### src/rtl/irq_pending_latch_if.sv
// Request/acknowledge bus between the interrupt capture stage and its consumer.
// The capture stage takes the slave view; the consumer (or bench) the master view.
interface irq_pending_latch_if;
  logic [3:0] irq_in;
  logic       mask_wr;
  logic [3:0] mask_din;
  logic [3:0] req_vec;
  logic       irq_out;
  logic       ack;
  logic [1:0] ack_idx;
  logic       ack_err;
  logic [3:0] ovf;
  logic       clr_ovf;

  modport master (
    output irq_in, mask_wr, mask_din, ack, ack_idx, clr_ovf,
    input  req_vec, irq_out, ack_err, ovf
  );

  modport slave (
    input  irq_in, mask_wr, mask_din, ack, ack_idx, clr_ovf,
    output req_vec, irq_out, ack_err, ovf
  );
endinterface

### src/rtl/irq_pending_latch.sv
// Interrupt capture ahead of the 4-to-2 priority encoder: synchronise, detect
// events, latch pending, mask, and hand requests to the consumer with ack/clear.
module irq_pending_latch #(
  parameter int         SYNC_STAGES = 2,
  parameter logic [3:0] EDGE_MODE   = 4'b1111,
  parameter logic [3:0] MASK_RST    = 4'b0000
) (
  input logic                clk,
  input logic                rst,
  irq_pending_latch_if.slave bus
);

  typedef enum logic [1:0] {IDLE, REQ, HOLD} state_t;

  logic [3:0] sync_p [SYNC_STAGES];
  logic [3:0] sync_q;
  logic [3:0] prev_p;
  logic [3:0] rise;
  logic [3:0] pending;
  logic [3:0] pending_nxt;
  logic [3:0] mask;
  logic [3:0] ovf;
  logic [3:0] ovf_set;
  logic [3:0] clr;
  logic [3:0] req;
  logic       valid_ack;
  logic       ack_err;
  logic       irq_out;
  state_t     state;

  // Synchroniser chain; prev_p is one extra stage used only for edge detection.
  always_ff @(posedge clk or posedge rst) begin
    if (rst) begin
      for (int i = 0; i < SYNC_STAGES; i++) sync_p[i] <= '0;
      prev_p <= '0;
    end else begin
      sync_p[0] <= bus.irq_in;
      for (int i = 1; i < SYNC_STAGES; i++) sync_p[i] <= sync_p[i-1];
      prev_p <= sync_q;
    end
  end

  assign sync_q = sync_p[SYNC_STAGES-1];
  assign rise   = sync_q & ~prev_p;
  assign req    = pending & mask;

  assign valid_ack = bus.ack && (state == REQ) && req[bus.ack_idx];

  // Only edge-latched sources are cleared by an acknowledge.
  always_comb begin
    clr = '0;
    if (valid_ack) clr[bus.ack_idx] = EDGE_MODE[bus.ack_idx];
  end

  assign pending_nxt = (EDGE_MODE & (rise | (pending & ~clr))) | (~EDGE_MODE & sync_q);
  assign ovf_set     = rise & pending & ~clr;

  // Pending, mask, overflow and error state.
  always_ff @(posedge clk or posedge rst) begin
    if (rst) begin
      pending <= '0;
      mask    <= MASK_RST;
      ovf     <= '0;
      ack_err <= 1'b0;
    end else begin
      pending <= pending_nxt;
      if (bus.mask_wr) mask <= bus.mask_din;
      ovf     <= (bus.clr_ovf ? 4'b0000 : ovf) | ovf_set;
      ack_err <= bus.ack && !valid_ack;
    end
  end

  // Request handshake; HOLD keeps irq_out low one cycle while the encoder settles.
  always_ff @(posedge clk or posedge rst) begin
    if (rst) begin
      state   <= IDLE;
      irq_out <= 1'b0;
    end else begin
      case (state)
        IDLE: begin
          if (req != 4'b0000) begin
            state   <= REQ;
            irq_out <= 1'b1;
          end
        end
        REQ: begin
          if (valid_ack) begin
            state   <= HOLD;
            irq_out <= 1'b0;
          end else if (req == 4'b0000) begin
            state   <= IDLE;
            irq_out <= 1'b0;
          end
        end
        HOLD: begin
          state   <= IDLE;
          irq_out <= 1'b0;
        end
        default: begin
          state   <= IDLE;
          irq_out <= 1'b0;
        end
      endcase
    end
  end

  assign bus.req_vec = req;
  assign bus.irq_out = irq_out;
  assign bus.ack_err = ack_err;
  assign bus.ovf     = ovf;

endmodule

### src/flat_wrapper.sv
// flat-port wrapper written by rule: the top's interface ports become plain ports
module irq_pending_latch_flat 
#(
  parameter int         SYNC_STAGES = 2,
  parameter logic [3:0] EDGE_MODE   = 4'b1111,
  parameter logic [3:0] MASK_RST    = 4'b0000
)
  (clk, rst, bus_irq_in, bus_mask_wr, bus_mask_din, bus_ack, bus_ack_idx, bus_clr_ovf, bus_req_vec, bus_irq_out, bus_ack_err, bus_ovf);
  irq_pending_latch_if bus_i ();
  input logic clk;
  input logic rst;
  input wire logic [$bits(bus_i.irq_in)-1:0] bus_irq_in;
  input wire logic [$bits(bus_i.mask_wr)-1:0] bus_mask_wr;
  input wire logic [$bits(bus_i.mask_din)-1:0] bus_mask_din;
  input wire logic [$bits(bus_i.ack)-1:0] bus_ack;
  input wire logic [$bits(bus_i.ack_idx)-1:0] bus_ack_idx;
  input wire logic [$bits(bus_i.clr_ovf)-1:0] bus_clr_ovf;
  output wire logic [$bits(bus_i.req_vec)-1:0] bus_req_vec;
  output wire logic [$bits(bus_i.irq_out)-1:0] bus_irq_out;
  output wire logic [$bits(bus_i.ack_err)-1:0] bus_ack_err;
  output wire logic [$bits(bus_i.ovf)-1:0] bus_ovf;
  assign bus_i.irq_in = bus_irq_in;
  assign bus_i.mask_wr = bus_mask_wr;
  assign bus_i.mask_din = bus_mask_din;
  assign bus_i.ack = bus_ack;
  assign bus_i.ack_idx = bus_ack_idx;
  assign bus_i.clr_ovf = bus_clr_ovf;
  assign bus_req_vec = bus_i.req_vec;
  assign bus_irq_out = bus_i.irq_out;
  assign bus_ack_err = bus_i.ack_err;
  assign bus_ovf = bus_i.ovf;
  irq_pending_latch #(.SYNC_STAGES(SYNC_STAGES), .EDGE_MODE(EDGE_MODE), .MASK_RST(MASK_RST)) u_core (.clk(clk), .rst(rst), .bus(bus_i));
endmodule
### config.mk
export PLATFORM = sky130hd
export DESIGN_NAME = irq_pending_latch_flat
export DESIGN_NICKNAME = d
export VERILOG_FILES = /design/src/rtl/irq_pending_latch_if.sv /design/src/rtl/irq_pending_latch.sv /design/src/flat_wrapper.sv
export SDC_FILE = /design/constraint.sdc
export NUM_CORES = 1
export LEC_CHECK = 0
export ABC_AREA = 0
export CAP_MARGIN = 20
export CELL_PAD_IN_SITES_DETAIL_PLACEMENT = 1
export CELL_PAD_IN_SITES_GLOBAL_PLACEMENT = 2
export CORE_UTILIZATION = 30
export CTS_CLUSTER_DIAMETER = 100
export DETAILED_ROUTE_END_ITERATION = 10
export HOLD_SLACK_MARGIN = 0.05
export MAX_ROUTING_LAYER = met4
export PLACE_DENSITY = 0.71
export RECOVER_POWER = 50
export SKIP_CTS_REPAIR_TIMING = 1
export SYNTH_ARGS = -nofsm -noshare
export SYNTH_HDL_FRONTEND = slang
export SYNTH_SLANG_ARGS = --single-unit
### constraint.sdc
create_clock -name clk -period 1.4 [get_ports clk]
set_clock_uncertainty 0.05 [all_clocks]
set_input_delay 0.42 -clock clk [delete_from_list [all_inputs] [get_ports clk]]
set_output_delay 0.42 -clock clk [all_outputs]
set_load 0.1 [all_outputs]
# After elaboration in Yosys (flattened, before gate mapping)
# Cells that the tools add are included.
# word_totals
ff_bits,28
in_bits,15
# op_classes
muxes,16
magnitude_cmp,2
n_eq_ne,3
reduce_logical,9
bitwise,10
# ops
cell,n
4-bit bitwise AND,6
4-bit 2-to-1 mux,2
4-bit NOT,2
4-bit bitwise OR,2
1-bit 2-to-1 mux,6
2-bit 2-to-1 mux,3
1-bit binary-select mux with 2-bit select,2
1-bit logical AND,4
4-bit zero test,1
2-bit one-hot mux with 2 select lines,1
4-bit nonzero test,1
2-bit by 3-bit less-than comparator with 1-bit output (second input constant),1
3-bit by 2-bit inequality test with 1-bit output (second input constant),1
1-bit demux with 2-bit select,1
2-bit by 1-bit == test with 1-bit output (second input constant),1
2-bit by 1-bit >= comparator with 1-bit output (second input constant),1
2-bit zero test,1
2-bit by 1-bit inequality test with 1-bit output (second input constant),1
1-bit one-hot mux with 2 select lines,1
2-bit AND reduction,1
1-bit zero test,1

# Logic depth before layout (Yosys ltp)
# logic_depth
word_depth,9
depth_mapped,3
mapped_depth_nobuf,3

# Least setup slack after synthesis
# No wires, ideal clock.
# synth_path
kind,reg-to-reg
startpoint,register u_core.pending[2]
endpoint,register u_core.state[0]
setup_time_ns,0.128
t_required_ns,1.222
synth_period_minus_slack_ns,1.659
n_path_buf,0
arrival_time_ns,1.481
path_stages_with_launch,4
slack_ns,-0.259
cell_sequence,dfrtp_1 -> and2_1 -> o41a_1 -> nor3b_1
# synth_between
elab_chain_len,6
word_cells_on_any_way,11
# synth_rtl
element,line_no,rtl
start: declaration,irq_pending_latch.sv:19,logic [3:0] pending;
start signal: assignment,irq_pending_latch.sv:66,pending <= pending_nxt;
4-bit bitwise AND (*),irq_pending_latch.sv:45,assign req = pending & mask;
net bus_req_vec[2],flat_wrapper.sv:18,output wire logic [$bits(bus_i.req_vec)-1:0] bus_req_vec;
1-bit binary-select mux with 2-bit select,irq_pending_latch.sv:47,assign valid_ack = bus.ack && (state == REQ) && req[bus.ack_idx];
1-bit 2-to-1 mux (not written as such),irq_pending_latch.sv:47,
1-bit logical AND,irq_pending_latch.sv:47,
2-bit 2-to-1 mux or 3-bit by 2-bit inequality test with 1-bit output (tied branches),n/a,
2-bit one-hot mux with 2 select lines or 2-bit AND reduction (tied branches),n/a,
end signal: assignment,irq_pending_latch.sv:82,state <= REQ;
end signal: assignment,irq_pending_latch.sv:88,state <= HOLD;
end signal: assignment,irq_pending_latch.sv:91,state <= IDLE;
end: declaration,irq_pending_latch.sv:29,state_t state;
# Mark *: on every way through the listed nets, which the timed path passes. The rest lies on a longest branch. The select of a mux whose other input is x is not followed.
# A chain may end at the register's enable or synchronous reset.

# Final worst setup path
# layout_path
startpoint,register u_core.mask[3]
endpoint,output bus_req_vec[3]
# layout_between
elab_chain_len,1
# layout_rtl
element,line_no,rtl
start: declaration,irq_pending_latch.sv:21,logic [3:0] mask;
start signal: assignment,irq_pending_latch.sv:67,if (bus.mask_wr) mask <= bus.mask_din;
4-bit bitwise AND,irq_pending_latch.sv:45,
end: declaration,flat_wrapper.sv:18,
# Every way passes these cells.

==> reports/results.ini <==
[run_status]
run_status=finished, violations left
violations=negative setup slack

[global_routing]
antenna_found_initial=0
track_usage=0.134
grt_pass1_wl_um=3230
grt_pass1_vias=690
grt_start_max_net_pins=28
grt.overflow.total=0

[routing]
remaining_antenna_violation_count=0
route.detailed.vias_per_inst=4.52
routed_wire_length_per_instance_um=13.5
firstDrtPassIters=4
detail_route.iter0.violations=11
final_wirelength_um=2040
vias=683
detail_route.drc_violations=0

[timing]
post-route-min-period_ns=1.58
timing_worst_slew_pin_value_ns=0.678
relSlewSlack=0.548
maxSlewViolCount=0
setup_ws_ns=-0.175
timing.final.hold_violations=0
post-route-period-util=1.13
grt_setup_unrepaired=true
max_freq_mhz=635
finalSetupViolCount=9
totalNegativeSetupSlack_ns=-0.748

[layout]
n_antenna_cell=0
post-route-cell-area_mm2=0.00144
final_layout_size_suffix_gt1_frac=0.271
synthToLayoutAreaGrowth_pct=49.1
most-common-layout-cells=sky130_fd_sc_hd__dfrtp_1, sky130_fd_sc_hd__buf_12, sky130_fd_sc_hd__clkdlybuf4s50_1
num-nets-final=123
leading_cell_type_in_the_layout_fill_and_taps_excluded=sky130_fd_sc_hd__dfrtp_1
finish.utilization=0.472

[critical_path]
critical_path_required_ns=0.93
setup.reg_to_reg.worst_slack_ns=0.03
timing.critical_path.arrival_ns=1.11
timing.setup.critical_path_class=reg2out
timing.critical_path.to_type=output port
worst_path_maximum_fanout=4
startpoint_type_of_the_worst_setup_path=register

[placed_design]
place_area_mm2=0.00139
pre_cts_worst_setup_slack_ns=-0.310
post-dp-hpwl_um=1440
io_buffers=24
gpl.final_weighted_congestion=0.723

[synthesis]
average_size_of_a_mapped_cell_um2=13.2
netlist_top_cells_area=sky130_fd_sc_hd__dfrtp_1, sky130_fd_sc_hd__mux2_2, sky130_fd_sc_hd__nand2b_1
synth_seq_cells=27
yosys.area.top_type_share=0.699
synth.cell_area_um2=966
synthesis.nets=88
seq_total_area_yosys=0.699
yosysWarningCount=0
synth_cell_types=17
syn-instance-count=73
synth_top_cell_by_area=sky130_fd_sc_hd__dfrtp_1

[flow_run]
drv_cap=0

[cts]
clk_pin_slew_ns=0.14
cts_sinks=27
cts_buffer_depth=2
cts-buffers-inserted=3
clock_latency_ns=0.33
tritoncts=yes
cts.htree.levels=1
clk_root_buffer_cell=sky130_fd_sc_hd__clkbuf_4

[floorplan]
floorplan.die_area_mm2=0.00345
core.rowCount=20
core_region_area_mm2=0.00305
initial_core_util=0.316
chipHeight_um=58.7
die_w_um=58.7
io_pins=25

[power]
finalPower_mw=2.00
power-per-cell-area_mw_per_mm2=1390
max-vdd-ir-drop_v=0.000426
power.leakage_nw=0.627

[hold_path]
hold_path_class=reg2reg

-- cell families (layout without fill, tap and decap cells) --
| family | count (synthesis) | in the layout | share of synthesized area |
|---|---|---|---|
| AO/OA/AOI/OAI | 11 | 11 | 0.0686 |
| flip-flops | 27 | 27 | 0.699 |
| AND/OR/NAND/NOR | 25 | 25 | 0.162 |
| buffers and inverters | 6 | 40 | 0.0233 |
| multiplexers | 4 | 4 | 0.0466 |
-- path summary, 6_finish.rpt --
path | start | to | cells after the start
min in group asynchronous | rst | u_core.sync_p[7] | 3
setup reg to reg | u_core.mask[2] | u_core.state[0] | 4
hold / removal | u_core.sync_p[5] | u_core.sync_q[1] | 0
hold reg to reg | u_core.sync_p[5] | u_core.sync_q[1] | 0
setup / recovery | u_core.mask[3] | bus_req_vec[3] | 2
max in group asynchronous | rst | u_core.state[0] | 3
-- Yosys cell counts (all sizes together) --
master	n
a21oi	2
nand2b	6
nand2	6
nand3b	2
nand4b	1
inv	6
mux2	4
and2	4
o22ai	4
nand3	2
or2	1
o41a	1
o21ai	4
nand4bb	1
nor3b	2
dfrtp	27
-- worst max-delay path: stages (launching register included) --
cell and delay, ns:
sky130_fd_sc_hd__dfrtp_1 0.43, sky130_fd_sc_hd__and2_4 0.19, sky130_fd_sc_hd__buf_12 0.17
-- metal layers --
metal	track usage	wire length, µm	vias up
met5	-	0	-
met4	0.0612	28	0
met3	0.0198	109	3
met2	0.221	1090	24
met1	0.161	809	342
li1	-	-	314
-- cell type report --
cell class	count	area, µm²
well taps	44	55.1
multi-input cells	40	273
clock inverters	1	5.00
fillers	337	1610
inverters	6	22.5
clock buffers	3	22.5
repair buffers	30	385
flip-flops and latches	27	677
-- metrics by stage --
step / hold slack, ns / instances
2_1_floorplan: 0.281 / 73
3_3_place_gp: 0.282 / 142
3_5_place_dp: 0.289 / 142
4_1_cts: 0.322 / 146
5_1_grt: 0.326 / 151
6_report: 0.318 / 151
-- where the power goes --
group	internal, mW	switching, mW	leakage [nW]	total [mW]
Combinational	0.299	0.450	0.301	0.749
Clock	0.107	0.227	0.0177	0.335
Sequential	0.853	0.0586	0.309	0.912
Total	1.26	0.736	0.627	2.00
-- flip-flops by register name (all words and copies together), names as in the netlist --
signal	cells
u_core.sync_p	4
u_core.mask	4
u_core.bus.ack_err	1
u_core.state	2
u_core.pending	4
u_core.bus.ovf	4
u_core.sync_q	4
u_core.prev_p	4
No activity file was read; power rests on OpenSTA's default activity.
